--- src/rtl/vec_mul_sequencer.sv ---
// Sequencing controller for the vector-multiply datapath: weight select/reload,
// UB read streaming and pipeline-aligned result-SRAM writes for one block per start.
module vec_mul_sequencer #(
    parameter int ADDRESSSIZE  = 10,
    parameter int PIPE_LATENCY = 33
) (
    input  logic                   clk,
    input  logic                   rstn,
    input  logic                   start,
    input  logic [ADDRESSSIZE-1:0] num_vec,
    input  logic [ADDRESSSIZE-1:0] src_base,
    input  logic [ADDRESSSIZE-1:0] dst_base,
    input  logic [1:0]             weight_slot,
    output logic [1:0]             weight_addr,
    output logic                   weight_reload,
    output logic                   ub_rd_en,
    output logic [ADDRESSSIZE-1:0] ub_addr,
    output logic                   res_we,
    output logic [ADDRESSSIZE-1:0] res_addr,
    output logic                   busy,
    output logic                   done
);

    typedef enum logic [2:0] {
        S_IDLE,
        S_WSEL,
        S_WLOAD,
        S_STREAM,
        S_DRAIN,
        S_DONE
    } state_t;

    state_t                  state_q, state_d;
    logic [ADDRESSSIZE-1:0]  num_q, num_d;
    logic [ADDRESSSIZE-1:0]  src_q, src_d;
    logic [ADDRESSSIZE-1:0]  dst_q, dst_d;
    logic [1:0]              slot_q, slot_d;
    logic [ADDRESSSIZE-1:0]  rd_q, rd_d;
    logic [ADDRESSSIZE-1:0]  wr_q, wr_d;
    logic [PIPE_LATENCY-1:0] pipe_q, pipe_d;

    // All strobes decode registered state, so start never reaches an output combinationally.
    assign weight_addr   = slot_q;
    assign weight_reload = (state_q == S_WLOAD);
    assign ub_rd_en      = (state_q == S_STREAM);
    assign ub_addr       = ub_rd_en ? (src_q + rd_q) : '0;
    assign res_we        = pipe_q[PIPE_LATENCY-1];
    assign res_addr      = res_we ? (dst_q + wr_q) : '0;
    assign busy          = (state_q != S_IDLE);
    assign done          = (state_q == S_DONE);

    always_comb begin
        state_d = state_q;
        num_d   = num_q;
        src_d   = src_q;
        dst_d   = dst_q;
        slot_d  = slot_q;
        rd_d    = rd_q;
        wr_d    = res_we ? (wr_q + 1'b1) : wr_q;

        pipe_d[0] = ub_rd_en;
        for (int i = 1; i < PIPE_LATENCY; i++) begin
            pipe_d[i] = pipe_q[i-1];
        end

        case (state_q)
            S_IDLE: begin
                if (start) begin
                    num_d   = num_vec;
                    src_d   = src_base;
                    dst_d   = dst_base;
                    slot_d  = weight_slot;
                    rd_d    = '0;
                    wr_d    = '0;
                    state_d = (num_vec == '0) ? S_DONE : S_WSEL;
                end
            end
            S_WSEL:  state_d = S_WLOAD;
            S_WLOAD: state_d = S_STREAM;
            S_STREAM: begin
                rd_d = rd_q + 1'b1;
                if (rd_q == num_q - 1'b1) begin
                    state_d = S_DRAIN;
                end
            end
            // Writes retire in order, so the last one is the one at index num_q-1.
            S_DRAIN: begin
                if (res_we && (wr_q == num_q - 1'b1)) begin
                    state_d = S_DONE;
                end
            end
            S_DONE:  state_d = S_IDLE;
            default: state_d = S_IDLE;
        endcase
    end

    always_ff @(posedge clk or negedge rstn) begin
        if (!rstn) begin
            state_q <= S_IDLE;
            num_q   <= '0;
            src_q   <= '0;
            dst_q   <= '0;
            slot_q  <= '0;
            rd_q    <= '0;
            wr_q    <= '0;
            pipe_q  <= '0;
        end else begin
            state_q <= state_d;
            num_q   <= num_d;
            src_q   <= src_d;
            dst_q   <= dst_d;
            slot_q  <= slot_d;
            rd_q    <= rd_d;
            wr_q    <= wr_d;
            pipe_q  <= pipe_d;
        end
    end

endmodule

--- config.mk ---
export PLATFORM = sky130hd
export DESIGN_NAME = vec_mul_sequencer
export DESIGN_NICKNAME = d
export VERILOG_FILES = /design/src/rtl/vec_mul_sequencer.sv
export SDC_FILE = /design/constraint.sdc
export NUM_CORES = 1
export LEC_CHECK = 0
export ABC_AREA = 1
export CAP_MARGIN = 10
export CORE_ASPECT_RATIO = 0.9
export CORE_MARGIN = 2
export CORE_UTILIZATION = 30
export DETAILED_ROUTE_END_ITERATION = 8
export DONT_BUFFER_PORTS = 1
export PLACE_DENSITY = 0.53
export SKIP_CTS_REPAIR_TIMING = 1
export SLEW_MARGIN = 20
export SYNTH_ARGS = -nofsm -noshare
export SYNTH_HDL_FRONTEND = slang
export SYNTH_SLANG_ARGS = --single-unit
export TNS_END_PERCENT = 30
--- constraint.sdc ---
create_clock -name clk -period 6.33 [get_ports clk]
set_clock_uncertainty 0.15 [all_clocks]
set_input_delay 1.266 -clock clk [delete_from_list [all_inputs] [get_ports clk]]
set_output_delay 1.266 -clock clk [all_outputs]
set_load 0.02 [all_outputs]
==> results of run 1 <==
-- placed cells by master, fill, tap and decap left out, types with 3 or more instances in the layout --
cell type  synthesis  final
ha_1              21     21
clkbuf_16          0      9
nand3_1           46     46
a21oi_1           31     31
dfrtp_1           88     88
xor2_1            11     11
nand2_1          181    181
nand2_2            4      4
nor2_2             3      3
nand3b_1           4      4
clkinv_2           0      3
nand4_1            7      7
nor3_1             7      7
o21ai_0           43     43
inv_2              6      6
nor2_1            50     50
o21ai_1            3      3
inv_1             57     57
-- registers in the layout, summed over array words and instances, names as in the netlist --
name         flops
wr_q            10
weight_addr      2
dst_q           10
pipe_q          33
num_q           10
src_q           10
rd_q            10
state_q          3
-- layout make-up --
type | instances | area (um^2) | share of cell area, %
clock buffers | 10 | 239 | 4.60
clock inverters | 6 | 43.8 | 0.843
inverters | 64 | 240 | 4.62
multi-input cells | 434 | 2200 | 42.4
flip-flops and latches | 88 | 2200 | 42.4
well taps | 202 | 253 | 4.86
repair buffers | 2 | 15.0 | 0.289
-- cell families after synthesis --
kind of cell,count (synthesis),synth area share (%)
adder cells (fa/ha/maj),23,6.46
flip-flops,88,46.9
XOR/XNOR,11,2.05
AND/OR/NAND/NOR,311,28.3
AO/OA/AOI/OAI,89,10.1
buffers and inverters,74,6.08
-- per-layer routing --
layer  global-route usage [%]  share of wire (%)
met2                     22.8                 43
met5                        0                  0
met3                     4.34                6.6
met4                     5.14                1.7
met1                     21.4                 49
-- path summary, 6_finish.rpt --
path | end | cells after the start
hold reg to reg | pipe_q[32] | 0
min in group asynchronous | src_q[3] | 0
hold / removal | pipe_q[32] | 0
max in group asynchronous | pipe_q[13] | 0
setup / recovery | res_addr[6] | 9
setup reg to reg | rd_q[7] | 9
-- report_power, final --
part	internal [W]	switching [W]	total [W]
logic	0.000338	0.000714	0.00105
clock network	0.000279	0.000228	0.000506
registers	0.000800	0.000204	0.00100
-- metrics by stage --
step | power (W) | util, % | std cells | cell area [um^2] | worst slack (ns)
after floorplan | 0.00178 | - | 596 | 4690 | 2.94
after global placement | 0.00205 | 32.0 | 790 | 4910 | 2.77
after detailed placement | 0.00207 | 32.0 | 790 | 4910 | 2.73
after CTS | 0.00259 | 33.9 | 806 | 5200 | 2.34
after global routing | 0.00281 | 33.9 | 806 | 5200 | 2.04
final | 0.00256 | 33.9 | 806 | 5200 | 2.37
-- critical path: stages (launching register included) --
cell and delay (ns):
dfrtp_1 0.43, ha_1 0.26, fa_1 0.39, nand2_1 0.07, inv_1 0.05, o21ai_0 0.21, a21boi_0 0.16, o21ai_0 0.17
nand2_1 0.08, a21oi_1 0.38
==> results_dict.tcl, run 1 <==
set metrics [dict create \
    status "finished, final reports clean" \
    crit_fanout 6 \
    pwr_density_cell_nw_per_um2 493 \
    yosys-top-cells-count "nand2_1, dfrtp_1, inv_1" \
    worst_setup_path_start_kind "register" \
    dieArea_um2 16700 \
    timing.setup.tns_ns 0 \
    routed_wl_mm 11.7 \
    clockBufferDepth 2 \
    num_antenna_cells 0 \
    initial_core_util_pct 30.6 \
    path_class "register to output port" \
    gr-usage-all-layers_pct 15.3 \
    cts.sinks 88 \
    fill_cells 1601 \
    drc 0 \
    synthesis.area_um2 4690 \
    grt_max_degree 89 \
    synth.distinct_cells 35 \
    numPortBuffers 0 \
    r2r_start "state_q[1]" \
    rsz0062_at_grt "no" \
    maxCapViolCount 0 \
    fmax_ghz 0.252 \
    drive_gt1_share_pct 6.13 \
    place.gp.congestion 0.864 \
    grt_pass1_wl_mm 19.6 \
    setup_viol_count_final 0 \
    syn_nets 654 \
    cp-end-kind "output port" \
    fin_crit_ns 3.96 \
    num_rows 43 \
    async_reset_ff_share_pct 100 \
    relSlewSlack_pct 48.8 \
    drt_iter0_drc 173 \
    coreArea_um2 15300 \
    fin_nets 657 \
    antenna_found_initial 0 \
    yosysSeqAreaShare_pct 46.9 \
    antenna_left 0 \
    p_leak_nw 2.61 \
    vias 3820 \
    min_period_over_period_pct 62.6 \
    worst_ep_required_time_ns 4.91 \
    synth.area.top_cells "dfrtp_1, nand2_1, ha_1" \
    hp-class "register to register" \
    startpoint "wr_q[0]" \
    syn_to_final_growth_pct 10.8 \
    ys_ff_latch 88 \
    cp.arrival_ns 2.55 \
    drv_slew 0 \
    die_w_um 136 \
    cts_tree "yes" \
    yosysWarnings 0 \
    synthCells 596 \
    wl_per_cell_um 14.5 \
    numCtsBuffers 9 \
    worstHoldStart "pipe_q[31]" \
    irDropWorstVdd_mv 0.161 \
    via_per_inst 4.74 \
    synth_area_per_cell_um2 7.87 \
    htree_levels 3 \
    yosys.area.top_type "dfrtp_1" \
    hold_violations 0 \
    die_h_um 123 \
    synth_enable_flop_cells 0 \
    root_buffer "clkbuf_16" \
    whs_ns 0.199 \
    worst_pin_slew_ns 0.767 \
    ioPinCount 62 \
    rrSetupSlack_ns 3.94 \
    cts.clk_slew.worst_paths_ns 0.06 \
    netlist.area_leader.share_pct 46.9 \
    clk_latency_ns 0.34 \
    drtPass1Iterations 4 \
    grt_pass1_vias 3930 \
    synth.most_common_cell "nand2_1" \
    post-dp-hpwl_mm 8.73 \
    ys.flop_type "dfrtp_1" \
    gr-total-overflow 0 \
]
Power figures use the tool's default switching activity.
==> run 2: changes to the inputs <==
- clock period: 6.33 -> 3.9 ns (I/O delays scaled with it)
==> run 2 against run 1 <==
Compared with the run above:
- routed wire length fell by 1.0%
- core utilization rose by 0.36 points
- via count fell by 0.21%
- design area rose by 1.1%
- combinational power rose by 63%
- critical path depth did not move
- largest cell class unchanged
- highest routed layer unchanged
==> results_dict.tcl, run 2 (synthesized netlist as in run 1, its figures left out) <==
set metrics [dict create \
    numCtsBuffers 9 \
    fin_cells 807 \
    clk_latency_ns 0.35 \
    routed_wl_mm 11.6 \
    ioPinCount 62 \
    fin_crit_ns 3.50 \
    crit_fanout 6 \
    worst_ep_required_time_ns 2.97 \
    grt_pass1_vias 3719 \
    worst_pin_slew_ns 0.754 \
    antenna_found_initial 0 \
    relSlewSlack_pct 49.7 \
    min_period_over_period_pct 89.8 \
    clockBufferDepth 2 \
    p_switching_w 0.00189 \
    antenna_left 0 \
    cts.clk_slew.worst_paths_ns 0.07 \
    drv_slew 0 \
    root_buffer "clkbuf_16" \
    gr-total-overflow 0 \
    syn_to_final_growth_pct 11.9 \
    path_buf_inv 1 \
    cts.sinks 88 \
    finalInstanceArea_um2 5250 \
    timing.setup.tns_ns 0 \
    wl_per_cell_um 14.4 \
    critical_path.max_stage_delay_ns 0.43 \
    post-dp-hpwl_mm 8.60 \
    final_cell_mix "nand2_1, dfrtp_1, inv_1, nor2_1, nand3_1" \
    vias 3812 \
    fin_nets 658 \
    p_clk_share_pct 21.3 \
    path_delay_family "compound AO/OA/AOI/OAI gates" \
    pwr-share-comb_pct 40.4 \
    htree_levels 3 \
    setup_viol_count_final 0 \
    fmax_ghz 0.286 \
    mostFrequentLayoutCell "nand2_1" \
    status "finished, final reports clean" \
    drtPass1Iterations 5 \
    worst_setup_path_start_kind "register" \
    cp.arrival_ns 2.57 \
    via_per_inst 4.72 \
    regMostFlops "pipe_q" \
    place_area_um2 4910 \
    intPower_w 0.00236 \
    drive_gt1_share_pct 6.28 \
    place.gp.congestion 0.888 \
    worst_slack_ns 0.399 \
    num_rows 43 \
    die_w_um 136 \
    numPortBuffers 0 \
    cts_tree "yes" \
    cp-end-kind "output port" \
    largest_reg_flops 33 \
    path_class "register to output port" \
    maxCapViolCount 0 \
    drt_iter0_drc 214 \
    drc 0 \
    dpl_worst_slack_ns 0.791 \
    seqPwrFrac_pct 38.3 \
    rsz0062_at_grt "no" \
    num_antenna_cells 0 \
    dieArea_um2 16700 \
    initial_core_util_pct 30.6 \
    gr-usage-all-layers_pct 14.8 \
    irDropWorstVdd_mv 0.376 \
    crit_chain "ha_1, fa_1, nand2_1, inv_1, o21ai_0, a21boi_0, o21ai_0, nand2_1, a21oi_1" \
    pwr_density_cell_nw_per_um2 808 \
    die_h_um 123 \
    hp-class "primary input to asynchronous set/reset pin" \
    grt_pass1_wl_mm 18.9 \
    p_sw_share_pct 44.5 \
    grt_max_degree 89 \
    place_inst 790 \
    coreArea_um2 15300 \
    hold_violations 0 \
    crit_path_top_delay_cell "dfrtp_1" \
    p_leak_nw 2.63 \
]
## run 2: routing by layer
metal	share of wire (%)	global-route usage [%]
met1	48	20.7
met2	44	22.2
met3	7.0	4.92
met4	0.79	3.78
met5	0	0
## run 2: through the flow
stage / power, W / hold WS [ns] / utilization (%)
2_1_floorplan: 0.00289 / 0.181 / -
3_3_place_gp: 0.00332 / 0.185 / 32.0
3_5_place_dp: 0.00334 / 0.185 / 32.0
4_1_cts: 0.00428 / -0.0469 / 34.1
5_1_grt: 0.00462 / 0.198 / 34.2
6_report: 0.00424 / 0.162 / 34.2
## run 2: power groups by stage
stage / clock [W] / sequential (W) / combinational (W)
floorplan: 0 / 0.00153 / 0.00136
global placement: 0 / 0.00164 / 0.00169
detailed placement: 0 / 0.00164 / 0.00170
CTS: 0.000939 / 0.00163 / 0.00171
global route: 0.000971 / 0.00168 / 0.00198
finish: 0.000903 / 0.00163 / 0.00171
## run 2: final timing paths
path                       startpoint     endpoint  slack [ns]  depth (start not counted)
setup / recovery              wr_q[0]  res_addr[6]        0.40                          9
setup reg to reg             num_q[0]   state_q[0]        1.62                          9
min in group clk           pipe_q[10]   pipe_q[11]        0.20                          0
hold reg to reg            pipe_q[10]   pipe_q[11]        0.20                          0
hold / removal                   rstn     src_q[0]        0.16                          1
max in group asynchronous        rstn   state_q[0]        3.05                          1
## run 2: final cells by class
type | instances | area, um^2
fillers | 1611 | 10100
multi-input cells | 434 | 2200
clock inverters | 7 | 85.1
inverters | 64 | 240
clock buffers | 9 | 225
flip-flops and latches | 88 | 2200
well taps | 202 | 253
repair buffers | 3 | 42.5
